**src/rtl/div_iter_unit.sv**
```systemverilog
// div_iter_unit: multi-cycle radix-2 restoring integer divider.
// Starts on a one-cycle valid pulse and produces one quotient bit per cycle.
// After a fixed WIDTH+1 cycle latency it returns {remainder, quotient}
// with a one-cycle ready pulse. A flush abandons the operation in flight.
//
// state | meaning
// IDLE  | waiting for a start pulse
// BUSY  | iterating, one quotient bit per cycle
// DONE  | result registered, ready pulse this cycle
module div_iter_unit #(
  parameter int WIDTH = 32
) (
  input  logic               clk,
  input  logic               rst,
  input  logic               flush,
  input  logic [WIDTH-1:0]   a,
  input  logic [WIDTH-1:0]   b,
  input  logic               valid,
  input  logic               sign,
  output logic               ready,
  output logic               busy,
  output logic [2*WIDTH-1:0] result
);

  localparam int CW = (WIDTH > 1) ? $clog2(WIDTH) : 1;

  typedef enum logic [1:0] {
    S_IDLE = 2'd0,
    S_BUSY = 2'd1,
    S_DONE = 2'd2
  } state_t;

  state_t state_q, state_d;

  logic [CW-1:0]      cnt_q, cnt_d;
  logic [WIDTH-1:0]   rem_q, rem_d;
  logic [WIDTH-1:0]   quo_q, quo_d;
  logic [WIDTH-1:0]   dvs_q, dvs_d;
  logic [WIDTH-1:0]   a_raw_q, a_raw_d;
  logic               negq_q, negq_d;
  logic               negr_q, negr_d;
  logic               div0_q, div0_d;
  logic [2*WIDTH-1:0] result_q, result_d;

  logic               start;
  logic               last_iter;
  logic [WIDTH-1:0]   a_mag, b_mag;
  logic [WIDTH:0]     shifted, diff;
  logic [WIDTH-1:0]   step_rem, step_quo;
  logic [WIDTH-1:0]   fix_rem, fix_quo;

  assign start     = (state_q == S_IDLE) && valid && !flush;
  assign last_iter = (state_q == S_BUSY) && (cnt_q == CW'(WIDTH - 1));

  // Operand magnitudes: the iteration itself is always unsigned.
  assign a_mag = (sign && a[WIDTH-1]) ? -a : a;
  assign b_mag = (sign && b[WIDTH-1]) ? -b : b;

  // One restoring step: shift in the next dividend bit, trial subtract,
  // keep the difference only when it did not borrow.
  assign shifted  = {rem_q, quo_q[WIDTH-1]};
  assign diff     = shifted - {1'b0, dvs_q};
  assign step_rem = diff[WIDTH] ? shifted[WIDTH-1:0] : diff[WIDTH-1:0];
  assign step_quo = {quo_q[WIDTH-2:0], ~diff[WIDTH]};

  // Truncating division: quotient sign from both operands, remainder
  // sign follows the dividend.
  assign fix_quo = negq_q ? -step_quo : step_quo;
  assign fix_rem = negr_q ? -step_rem : step_rem;

  // State register.
  always_ff @(posedge clk or posedge rst) begin
    if (rst) begin
      state_q <= S_IDLE;
    end else begin
      state_q <= state_d;
    end
  end

  // Next-state logic; flush always returns to IDLE.
  always_comb begin
    state_d = state_q;
    case (state_q)
      S_IDLE:  if (valid) state_d = S_BUSY;
      S_BUSY:  if (cnt_q == CW'(WIDTH - 1)) state_d = S_DONE;
      S_DONE:  state_d = S_IDLE;
      default: state_d = S_IDLE;
    endcase
    if (flush) state_d = S_IDLE;
  end

  // Status outputs decoded from the current state.
  always_comb begin
    ready = (state_q == S_DONE);
    busy  = (state_q == S_BUSY);
  end

  assign result = result_q;

  // Datapath next values: capture on start, step while busy, publish on last step.
  always_comb begin
    cnt_d    = cnt_q;
    rem_d    = rem_q;
    quo_d    = quo_q;
    dvs_d    = dvs_q;
    a_raw_d  = a_raw_q;
    negq_d   = negq_q;
    negr_d   = negr_q;
    div0_d   = div0_q;
    result_d = result_q;
    if (start) begin
      cnt_d   = '0;
      rem_d   = '0;
      quo_d   = a_mag;
      dvs_d   = b_mag;
      a_raw_d = a;
      negq_d  = sign && (a[WIDTH-1] ^ b[WIDTH-1]);
      negr_d  = sign && a[WIDTH-1];
      div0_d  = (b == '0);
    end else if ((state_q == S_BUSY) && !flush) begin
      cnt_d = cnt_q + CW'(1);
      rem_d = step_rem;
      quo_d = step_quo;
      if (last_iter) begin
        // Divide by zero reports the raw dividend and an all-ones quotient
        // regardless of operand signs.
        result_d = div0_q ? {a_raw_q, {WIDTH{1'b1}}} : {fix_rem, fix_quo};
      end
    end
  end

  // Datapath registers.
  always_ff @(posedge clk or posedge rst) begin
    if (rst) begin
      cnt_q    <= '0;
      rem_q    <= '0;
      quo_q    <= '0;
      dvs_q    <= '0;
      a_raw_q  <= '0;
      negq_q   <= 1'b0;
      negr_q   <= 1'b0;
      div0_q   <= 1'b0;
      result_q <= '0;
    end else begin
      cnt_q    <= cnt_d;
      rem_q    <= rem_d;
      quo_q    <= quo_d;
      dvs_q    <= dvs_d;
      a_raw_q  <= a_raw_d;
      negq_q   <= negq_d;
      negr_q   <= negr_d;
      div0_q   <= div0_d;
      result_q <= result_d;
    end
  end

endmodule

```
**config.mk**
```make
export PLATFORM = sky130hd
export DESIGN_NAME = div_iter_unit
export DESIGN_NICKNAME = d
export VERILOG_FILES = /design/src/rtl/div_iter_unit.sv
export SDC_FILE = /design/constraint.sdc
export NUM_CORES = 1
export LEC_CHECK = 0
export ABC_AREA = 1
export ABC_CLOCK_PERIOD_IN_PS = 6600
export CORE_MARGIN = 2
export CORE_UTILIZATION = 53
export DETAILED_ROUTE_END_ITERATION = 8
export HOLD_SLACK_MARGIN = 0.08
export MAX_ROUTING_LAYER = met4
export PLACE_DENSITY = 0.87
export SKIP_CTS_REPAIR_TIMING = 1
export SLEW_MARGIN = 20
export SYNTH_ARGS = -nofsm -noshare
export SYNTH_HDL_FRONTEND = slang
export SYNTH_SLANG_ARGS = --single-unit
```
**constraint.sdc**
```tcl
create_clock -name clk -period 6.6 [get_ports clk]
set_input_delay 1.32 -clock clk [delete_from_list [all_inputs] [get_ports clk]]
set_output_delay 1.32 -clock clk [all_outputs]
set_load 0.05 [all_outputs]
```
==> results of run 1 <==
-- registers in the layout, indices dropped and copies added (netlist names) --
| register | cells |
|---|---|
| result | 64 |
| a_raw_q | 32 |
| state_q | 2 |
| rem_q | 32 |
| negr_q | 1 |
| div0_q | 1 |
| dvs_q | 32 |
| negq_q | 1 |
| cnt_q | 5 |
| quo_q | 32 |
-- final timing paths --
| kind | slack (ps) | startpoint | to | cells after the start |
|---|---|---|---|---|
| setup / recovery | 1910 | quo_q[31] | result[28] | 26 |
| hold / removal | 480 | cnt_q[3] | cnt_q[3] | 1 |
| setup reg to reg | 1910 | quo_q[31] | result[28] | 26 |
| hold reg to reg | 480 | cnt_q[3] | cnt_q[3] | 1 |
| max in group asynchronous | 3990 | rst | result[0] | 3 |
| min in group asynchronous | 1210 | rst | dvs_q[3] | 2 |
-- metrics by stage --
| step | hold WS (ps) | total power [mW] | std cells | area, sq um | utilization [%] |
|---|---|---|---|---|---|
| final | 481 | 8.42 | 2728 | 17100 | 63.2 |
| after global routing | 504 | 9.13 | 2728 | 17100 | 63.2 |
| after floorplan | 433 | 5.55 | 2248 | 14700 | - |
| after detailed placement | 463 | 6.86 | 2686 | 16300 | 60.0 |
| after global placement | 450 | 6.77 | 2686 | 16300 | 60.0 |
| after CTS | 471 | 8.33 | 2728 | 17100 | 63.2 |
-- cells by family after synthesis --
kind of cell	Yosys count	share of synthesized area, %
flip-flops	202	34.4
adder cells (fa/ha/maj)	39	3.37
AND/OR/NAND/NOR	1196	34.5
buffers and inverters	427	11.2
AO/OA/AOI/OAI	330	13.3
XOR/XNOR	54	3.22
-- layer usage --
metal  part of all wire (%)  vias up  global-route usage, %
li1                       -     7392                      -
met1                     46     7257                   46.4
met2                     45      653                   50.5
met3                    6.8       95                   2.86
met4                    2.8        0                   8.77
met5                      0        -                      -
-- power groups by stage --
stage               Combinational, mW  Sequential (mW)  Clock, mW
CTS                              5.19             1.69       1.45
floorplan                        3.93             1.62          0
finish                           5.28             1.70       1.43
global placement                 5.06             1.70          0
global route                     5.91             1.72       1.50
detailed placement               5.15             1.71          0
-- cells in the final DEF (no fill, tap or decap), types with 4 or more instances in the layout --
master | Yosys | routed
sky130_fd_sc_hd__o221ai_1 | 8 | 8
sky130_fd_sc_hd__o22ai_1 | 49 | 49
sky130_fd_sc_hd__o22a_1 | 8 | 8
sky130_fd_sc_hd__nand3_1 | 150 | 149
sky130_fd_sc_hd__nand4_1 | 30 | 30
sky130_fd_sc_hd__nand3b_1 | 12 | 12
sky130_fd_sc_hd__clkinv_1 | 5 | 4
sky130_fd_sc_hd__ha_1 | 38 | 38
sky130_fd_sc_hd__nand2_4 | 6 | 6
sky130_fd_sc_hd__or2_2 | 4 | 4
sky130_fd_sc_hd__inv_2 | 9 | 10
sky130_fd_sc_hd__clkinvlp_4 | 0 | 5
sky130_fd_sc_hd__o211ai_1 | 11 | 11
sky130_fd_sc_hd__xor2_1 | 44 | 44
sky130_fd_sc_hd__a21oi_1 | 63 | 63
sky130_fd_sc_hd__nor2_2 | 8 | 8
sky130_fd_sc_hd__o31ai_1 | 6 | 6
sky130_fd_sc_hd__nor4_1 | 12 | 12
sky130_fd_sc_hd__nand2_1 | 725 | 724
sky130_fd_sc_hd__inv_1 | 335 | 334
sky130_fd_sc_hd__clkdlybuf4s50_1 | 0 | 134
sky130_fd_sc_hd__nor2_1 | 188 | 188
sky130_fd_sc_hd__a32oi_1 | 7 | 7
sky130_fd_sc_hd__buf_4 | 5 | 9
sky130_fd_sc_hd__nor3_1 | 29 | 29
sky130_fd_sc_hd__bufinv_16 | 0 | 5
sky130_fd_sc_hd__o21bai_1 | 4 | 4
sky130_fd_sc_hd__dfrtp_1 | 202 | 202
sky130_fd_sc_hd__o21ai_1 | 14 | 14
sky130_fd_sc_hd__nand2_2 | 17 | 18
sky130_fd_sc_hd__clkbuf_16 | 0 | 24
sky130_fd_sc_hd__xnor2_1 | 10 | 10
sky130_fd_sc_hd__o21ai_0 | 134 | 134
-- final cells by class --
| class | instances | area [sq um] | share of cell area (%) |
|---|---|---|---|
| Inverter | 349 | 1310 | 7.67 |
| Timing Repair Buffer | 144 | 1430 | 8.35 |
| Sequential cell | 202 | 5050 | 29.5 |
| Multi-Input combinational cell | 1619 | 8000 | 46.7 |
| Tap cell | 372 | 465 | 2.72 |
| Clock inverter | 15 | 229 | 1.34 |
| Clock buffer | 27 | 632 | 3.69 |
-- worst max-delay path, cell delays in order, from the launching register on --
cell and delay (ps):
sky130_fd_sc_hd__dfrtp_1 370, sky130_fd_sc_hd__inv_1 70, sky130_fd_sc_hd__ha_1 220, sky130_fd_sc_hd__inv_1 110, sky130_fd_sc_hd__fa_1 410, sky130_fd_sc_hd__nand2_1 80, sky130_fd_sc_hd__nand2_1 110, sky130_fd_sc_hd__nand3_2 100
sky130_fd_sc_hd__nand2_2 90, sky130_fd_sc_hd__nand2_2 100, sky130_fd_sc_hd__nand2_4 60, sky130_fd_sc_hd__nand2_4 100, sky130_fd_sc_hd__nand3_2 220, sky130_fd_sc_hd__nand2_4 470, sky130_fd_sc_hd__ha_1 270, sky130_fd_sc_hd__inv_1 70
sky130_fd_sc_hd__nor3_1 150, sky130_fd_sc_hd__nand3_1 140, sky130_fd_sc_hd__nor3_1 210, sky130_fd_sc_hd__nand2_1 140, sky130_fd_sc_hd__inv_1 160, sky130_fd_sc_hd__nand4_1 180, sky130_fd_sc_hd__nand2_1 170, sky130_fd_sc_hd__o21ai_0 140
sky130_fd_sc_hd__xor2_1 190, sky130_fd_sc_hd__o22ai_1 170, sky130_fd_sc_hd__inv_1 70
==> run_summary.xml, run 1 <==
<?xml version="1.0" encoding="UTF-8"?>
<metrics>
  <group name="sta">
    <metric name="total_negative_setup_slacks" unit="ps">0</metric>
    <metric name="timing.clock.skew" unit="ps">26.5</metric>
    <metric name="final_max_slew_viol_count" unit="">0</metric>
    <metric name="layout_min_cycle_time" unit="ps">4690</metric>
    <metric name="final_number_of_setup_violating_endpoints" unit="">0</metric>
    <metric name="maxClockFrequency" unit="MHz">213</metric>
    <metric name="transition_time_at_the_pin_with_the_least_slew_margin" unit="ps">1110</metric>
    <metric name="relSlewSlack" unit="%">25.9</metric>
    <metric name="post-route-worst-setup-slack" unit="ps">1910</metric>
    <metric name="hold_violations" unit="">0</metric>
    <metric name="rsz0062_at_grt" unit="">no</metric>
    <metric name="final_min_period_over_clock_period" unit="%">71.0</metric>
  </group>
  <group name="floorplanning">
    <metric name="core-area" unit="sq mm">0.0271</metric>
    <metric name="die_area" unit="sq mm">0.0291</metric>
    <metric name="effective_utilization_at_floorplan" unit="%">54.2</metric>
    <metric name="chipHeight" unit="microns">170</metric>
    <metric name="die_w" unit="microns">170</metric>
    <metric name="ios" unit="">135</metric>
    <metric name="floorplan.rows" unit="">60</metric>
  </group>
  <group name="pwr">
    <metric name="p_clk_share" unit="%">17.0</metric>
    <metric name="power.ir.vdd_worst" unit="uV">288</metric>
    <metric name="power_report.internal_total" unit="mW">3.95</metric>
    <metric name="p_sw" unit="mW">4.47</metric>
    <metric name="power.density_cell_area" unit="mW/mm^2">492</metric>
    <metric name="pwr-share-comb" unit="%">62.8</metric>
    <metric name="relative_contribution_of_sequential_cells_to_total_power" unit="%">20.2</metric>
    <metric name="switching_share" unit="%">53.1</metric>
    <metric name="power.static_leakage" unit="nW">8.99</metric>
  </group>
  <group name="setup_path">
    <metric name="cp_data_arrival_time" unit="ps">5100</metric>
    <metric name="crit_required" unit="ps">7010</metric>
    <metric name="critical_path.endpoint_type" unit="">flip-flop</metric>
    <metric name="worst-setup-path-type" unit="">flip-flop to flip-flop</metric>
    <metric name="critPathLaunchType" unit="">flip-flop</metric>
    <metric name="crit_path_max_fanout" unit="">42</metric>
  </group>
  <group name="yosys">
    <metric name="synth.avg_cell_area" unit="sq um">6.53</metric>
    <metric name="yosys.cell_types.count" unit="">56</metric>
    <metric name="netlist_instances" unit="">2248</metric>
    <metric name="post_synth_most_frequent_cells" unit="">725 x sky130_fd_sc_hd__nand2_1, 335 x sky130_fd_sc_hd__inv_1, 202 x sky130_fd_sc_hd__dfrtp_1, 188 x sky130_fd_sc_hd__nor2_1, 150 x sky130_fd_sc_hd__nand3_1</metric>
    <metric name="syn_nets" unit="">2356</metric>
    <metric name="synth.yosys.warnings" unit="">0</metric>
    <metric name="synth_top_area_share" unit="%">34.4</metric>
    <metric name="synth-seq-area-share" unit="%">34.4</metric>
    <metric name="synth-edff-count" unit="">0</metric>
    <metric name="yosys_most_used_dff" unit="">sky130_fd_sc_hd__dfrtp_1</metric>
    <metric name="synth.largest_area_cell" unit="">sky130_fd_sc_hd__dfrtp_1</metric>
    <metric name="synth_async_sr_flop_share" unit="%">100</metric>
    <metric name="syn-cell-area" unit="sq mm">0.0147</metric>
    <metric name="synth.area.top_cells" unit="">sky130_fd_sc_hd__dfrtp_1 34%, sky130_fd_sc_hd__nand2_1 19%, sky130_fd_sc_hd__inv_1 8.6%</metric>
    <metric name="synth_seq_cells" unit="">202</metric>
    <metric name="yosysMostFrequentCell" unit="">sky130_fd_sc_hd__nand2_1</metric>
  </group>
  <group name="drt">
    <metric name="route.final.wire_length" unit="mm">46.1</metric>
    <metric name="post_drt_wl_per_cell" unit="microns">16.9</metric>
    <metric name="number_of_detailed_route_iterations_in_the_first_pass" unit="">6</metric>
    <metric name="routed-via-count" unit="">15400</metric>
    <metric name="ant_nets" unit="">0</metric>
    <metric name="via_per_inst" unit="">5.64</metric>
    <metric name="drt_iter0_drc" unit="">1615</metric>
    <metric name="drt_drc_violations_left" unit="">0</metric>
  </group>
  <group name="cts">
    <metric name="clock_sink_count" unit="">202</metric>
    <metric name="cts-buffers-inserted" unit="">24</metric>
    <metric name="clk_path_buf_depth" unit="">3</metric>
    <metric name="cts.reportedPaths.clkPinSlew" unit="ps">60</metric>
    <metric name="clk-insertion-delay-late" unit="ps">530</metric>
    <metric name="cts_tree" unit="">yes</metric>
    <metric name="htree_levels" unit="">1</metric>
    <metric name="cts_root_buffer" unit="">sky130_fd_sc_hd__clkbuf_16</metric>
  </group>
  <group name="global_routing">
    <metric name="grt_overflow_total" unit="">0</metric>
    <metric name="first_global_vias" unit="">14300</metric>
    <metric name="grt_first_pass_wirelength" unit="mm">73.4</metric>
    <metric name="groute.usage.overall" unit="%">32.7</metric>
    <metric name="largest_net_degree_at_the_start_of_global_routing" unit="">179</metric>
    <metric name="grt_antenna_before_repair" unit="">0</metric>
  </group>
  <group name="layout">
    <metric name="fillCellCount" unit="">2486</metric>
    <metric name="area_growth" unit="%">16.6</metric>
    <metric name="share_of_cells_above_drive_strength_1" unit="%">4.75</metric>
    <metric name="inserted_diodes" unit="">0</metric>
    <metric name="fin_nets" unit="">2448</metric>
  </group>
  <group name="placement">
    <metric name="place_ws" unit="ps">1840</metric>
    <metric name="hpwl" unit="mm">34.9</metric>
    <metric name="place.port_buffers" unit="">134</metric>
    <metric name="gpl.final_weighted_congestion" unit="">1.02</metric>
  </group>
  <group name="run_status">
    <metric name="status" unit="">completed</metric>
  </group>
  <group name="job">
    <metric name="max_cap_viol_count" unit="">0</metric>
  </group>
  <group name="worst_hold_path">
    <metric name="hold_path_class" unit="">flip-flop to flip-flop</metric>
  </group>
</metrics>
No activity file was read; power rests on OpenSTA's default activity.
==> run 2: changes to the inputs <==
--- a/config.mk
+++ b/config.mk
@@ -6,7 +6,7 @@
 export NUM_CORES = 1
 export LEC_CHECK = 0
 export ABC_AREA = 1
-export ABC_CLOCK_PERIOD_IN_PS = 6600
+export ABC_CLOCK_PERIOD_IN_PS = 4300
 export CORE_MARGIN = 2
 export CORE_UTILIZATION = 53
 export DETAILED_ROUTE_END_ITERATION = 8
==> constraint.sdc (replaced) <==
create_clock -name clk -period 4.3 [get_ports clk]
set_input_delay 0.86 -clock clk [delete_from_list [all_inputs] [get_ports clk]]
set_output_delay 0.86 -clock clk [all_outputs]
set_load 0.05 [all_outputs]
==> run 2 against run 1 <==
- design area grew 1.1%
- combinational power grew 59%
- die area is the same
- critical path type unchanged
- largest power group unchanged
==> run_summary.xml, run 2 (synthesized netlist as in run 1, its figures left out) <==
<?xml version="1.0" encoding="UTF-8"?>
<metrics>
  <group name="layout">
    <metric name="most_frequent_cells_in_the_layout" unit="">723 x sky130_fd_sc_hd__nand2_1, 333 x sky130_fd_sc_hd__inv_1, 202 x sky130_fd_sc_hd__dfrtp_1</metric>
    <metric name="fin_area" unit="sq mm">0.0173</metric>
    <metric name="largest_register_ff_count" unit="">64</metric>
    <metric name="most_frequent_standard_cell_in_the_layout_excluding_fill_and_tap_cells" unit="">sky130_fd_sc_hd__nand2_1</metric>
    <metric name="inserted_diodes" unit="">0</metric>
    <metric name="share_of_cells_above_drive_strength_1" unit="%">5.36</metric>
    <metric name="fin_nets" unit="">2461</metric>
    <metric name="area_growth" unit="%">17.9</metric>
  </group>
  <group name="setup_path">
    <metric name="crit_path_max_fanout" unit="">4</metric>
    <metric name="worst-setup-path-type" unit="">flip-flop to flip-flop</metric>
    <metric name="crit_slowest_cell" unit="">sky130_fd_sc_hd__dfrtp_1</metric>
    <metric name="critical_path.endpoint_type" unit="">flip-flop</metric>
    <metric name="cpMostUsedCell" unit="">sky130_fd_sc_hd__inv_1</metric>
    <metric name="critPathLaunchType" unit="">flip-flop</metric>
    <metric name="crit_start" unit="">quo_q[31]</metric>
    <metric name="worst_flop_to_flop_path_startpoint" unit="">quo_q[31]</metric>
    <metric name="cp_data_arrival_time" unit="ps">4450</metric>
    <metric name="cp_top_family" unit="">simple AND/OR/NAND/NOR gates</metric>
    <metric name="cpPeakStageDelay" unit="ps">430</metric>
    <metric name="worstPathBufferInverterCount" unit="">5</metric>
    <metric name="crit_required" unit="ps">4710</metric>
  </group>
  <group name="cts">
    <metric name="cts.reportedPaths.clkPinSlew" unit="ps">60</metric>
    <metric name="cts-buffers-inserted" unit="">24</metric>
    <metric name="clk_path_buf_depth" unit="">3</metric>
    <metric name="clk-insertion-delay-late" unit="ps">530</metric>
    <metric name="htree_levels" unit="">1</metric>
    <metric name="cts_root_buffer" unit="">sky130_fd_sc_hd__clkbuf_16</metric>
    <metric name="clock_sink_count" unit="">202</metric>
    <metric name="cts_tree" unit="">yes</metric>
  </group>
  <group name="floorplanning">
    <metric name="floorplan.rows" unit="">60</metric>
    <metric name="die_area" unit="sq mm">0.0291</metric>
    <metric name="chipHeight" unit="microns">170</metric>
    <metric name="core-area" unit="sq mm">0.0271</metric>
    <metric name="die_w" unit="microns">170</metric>
    <metric name="effective_utilization_at_floorplan" unit="%">54.2</metric>
    <metric name="ios" unit="">135</metric>
  </group>
  <group name="sta">
    <metric name="final.hold.worst_slack" unit="ps">479</metric>
    <metric name="final_max_slew_viol_count" unit="">0</metric>
    <metric name="final_min_period_over_clock_period" unit="%">93.8</metric>
    <metric name="transition_time_at_the_pin_with_the_least_slew_margin" unit="ps">941</metric>
    <metric name="final_number_of_setup_violating_endpoints" unit="">0</metric>
    <metric name="total_negative_setup_slacks" unit="ps">0</metric>
    <metric name="maxClockFrequency" unit="MHz">248</metric>
    <metric name="hold_violations" unit="">0</metric>
    <metric name="post-route-worst-setup-slack" unit="ps">266</metric>
    <metric name="relSlewSlack" unit="%">36.9</metric>
    <metric name="layout_min_cycle_time" unit="ps">4030</metric>
    <metric name="timing.clock.skew" unit="ps">15.1</metric>
  </group>
  <group name="drt">
    <metric name="ant_nets" unit="">0</metric>
    <metric name="via_per_inst" unit="">5.61</metric>
    <metric name="drt_iter0_drc" unit="">1766</metric>
    <metric name="post_drt_wl_per_cell" unit="microns">17.7</metric>
    <metric name="drt_drc_violations_left" unit="">0</metric>
    <metric name="routed-via-count" unit="">15400</metric>
    <metric name="number_of_detailed_route_iterations_in_the_first_pass" unit="">8</metric>
    <metric name="route.final.wire_length" unit="mm">48.6</metric>
  </group>
  <group name="pwr">
    <metric name="power.density_cell_area" unit="mW/mm^2">770</metric>
    <metric name="power.ir.vdd_worst" unit="uV">424</metric>
    <metric name="design_power_total" unit="mW">13.3</metric>
    <metric name="power.static_leakage" unit="nW">9.11</metric>
  </group>
  <group name="global_routing">
    <metric name="grt_antenna_before_repair" unit="">0</metric>
    <metric name="grt_overflow_total" unit="">0</metric>
    <metric name="groute.usage.overall" unit="%">34.3</metric>
    <metric name="largest_net_degree_at_the_start_of_global_routing" unit="">77</metric>
    <metric name="grt_first_pass_wirelength" unit="mm">76.1</metric>
    <metric name="first_global_vias" unit="">14300</metric>
  </group>
  <group name="placement">
    <metric name="place.port_buffers" unit="">134</metric>
    <metric name="cell_area_reported_after_detailed_placement" unit="sq mm">0.0164</metric>
    <metric name="place_ws" unit="ps">283</metric>
    <metric name="hpwl" unit="mm">37.4</metric>
    <metric name="gpl.final_weighted_congestion" unit="">0.985</metric>
  </group>
  <group name="worst_hold_path">
    <metric name="hold_path_class" unit="">flip-flop to flip-flop</metric>
    <metric name="holdCritStartpoint" unit="">result[34]</metric>
  </group>
  <group name="run_status">
    <metric name="status" unit="">completed</metric>
  </group>
  <group name="job">
    <metric name="max_cap_viol_count" unit="">0</metric>
  </group>
</metrics>
==> run 2: cell count changes in the layout (fill, tap and decap cells not counted), moves of 2 or more <==
cell                         change
sky130_fd_sc_hd__clkbuf_1        +3
sky130_fd_sc_hd__buf_12          +2
sky130_fd_sc_hd__clkbuf_8        +2
sky130_fd_sc_hd__clkinvlp_4      -3
sky130_fd_sc_hd__buf_4          +11
==> run 2: report_power, final <==
part / switching (mW) / internal (mW) / leakage (nW)
Sequential: 0.350 / 2.26 / 2.63
Clock: 0.850 / 1.49 / 0.443
Combinational: 5.85 / 2.53 / 6.04
==> run 2: per-layer routing <==
metal	vias to the layer above	GRT usage, %	share of wire, %
met5	-	-	0
li1	7399	-	-
met3	92	3.49	7.4
met1	7172	50.4	47
met4	0	9.14	2.6
met2	728	50.4	43
==> run 2: layout make-up <==
class	instances	area, sq um
fill	2486	9790
multi-input combinational	1619	8020
sequential	202	5050
timing repair buffer	157	1550
inverter	349	1310
clock buffer	33	696
tap	372	465
clock inverter	11	215
==> run 2: final timing paths <==
path / endpoint / cells past startpoint / slack, ps
worst max-delay path: result[30] / 26 / 270
worst min-delay path: result[34] / 2 / 480
worst max register to register: result[30] / 26 / 270
worst min register to register: result[34] / 2 / 480
max in group asynchronous: quo_q[13] / 3 / 2650
min in group asynchronous: result[63] / 2 / 750
==> run 2: worst reg2reg max path: cells and delay by family (launching register included) <==
family / cells / cell delay [ps]
AND/OR/NAND/NOR: 15 / 1860
adder cells (fa/ha/maj): 3 / 750
buffers and inverters: 5 / 450
flip-flops: 1 / 430
AO/OA/AOI/OAI: 2 / 250
XOR/XNOR: 1 / 200
==> run 2: per-stage QoR <==
stage	util, %	std cells
floorplan	-	2248
global placement	60.4	2698
detailed placement	60.4	2698
CTS	63.8	2742
global route	63.9	2743
finish	63.9	2743
==> run 3: changes to the inputs <==
--- a/config.mk
+++ b/config.mk
@@ -14,7 +14,7 @@
 export MAX_ROUTING_LAYER = met4
 export PLACE_DENSITY = 0.87
 export SKIP_CTS_REPAIR_TIMING = 1
-export SLEW_MARGIN = 20
+export SLEW_MARGIN = 10
 export SYNTH_ARGS = -nofsm -noshare
 export SYNTH_HDL_FRONTEND = slang
 export SYNTH_SLANG_ARGS = --single-unit
==> results of run 3 <==
Final layout, timing and power as in run 2 (identical DEF).
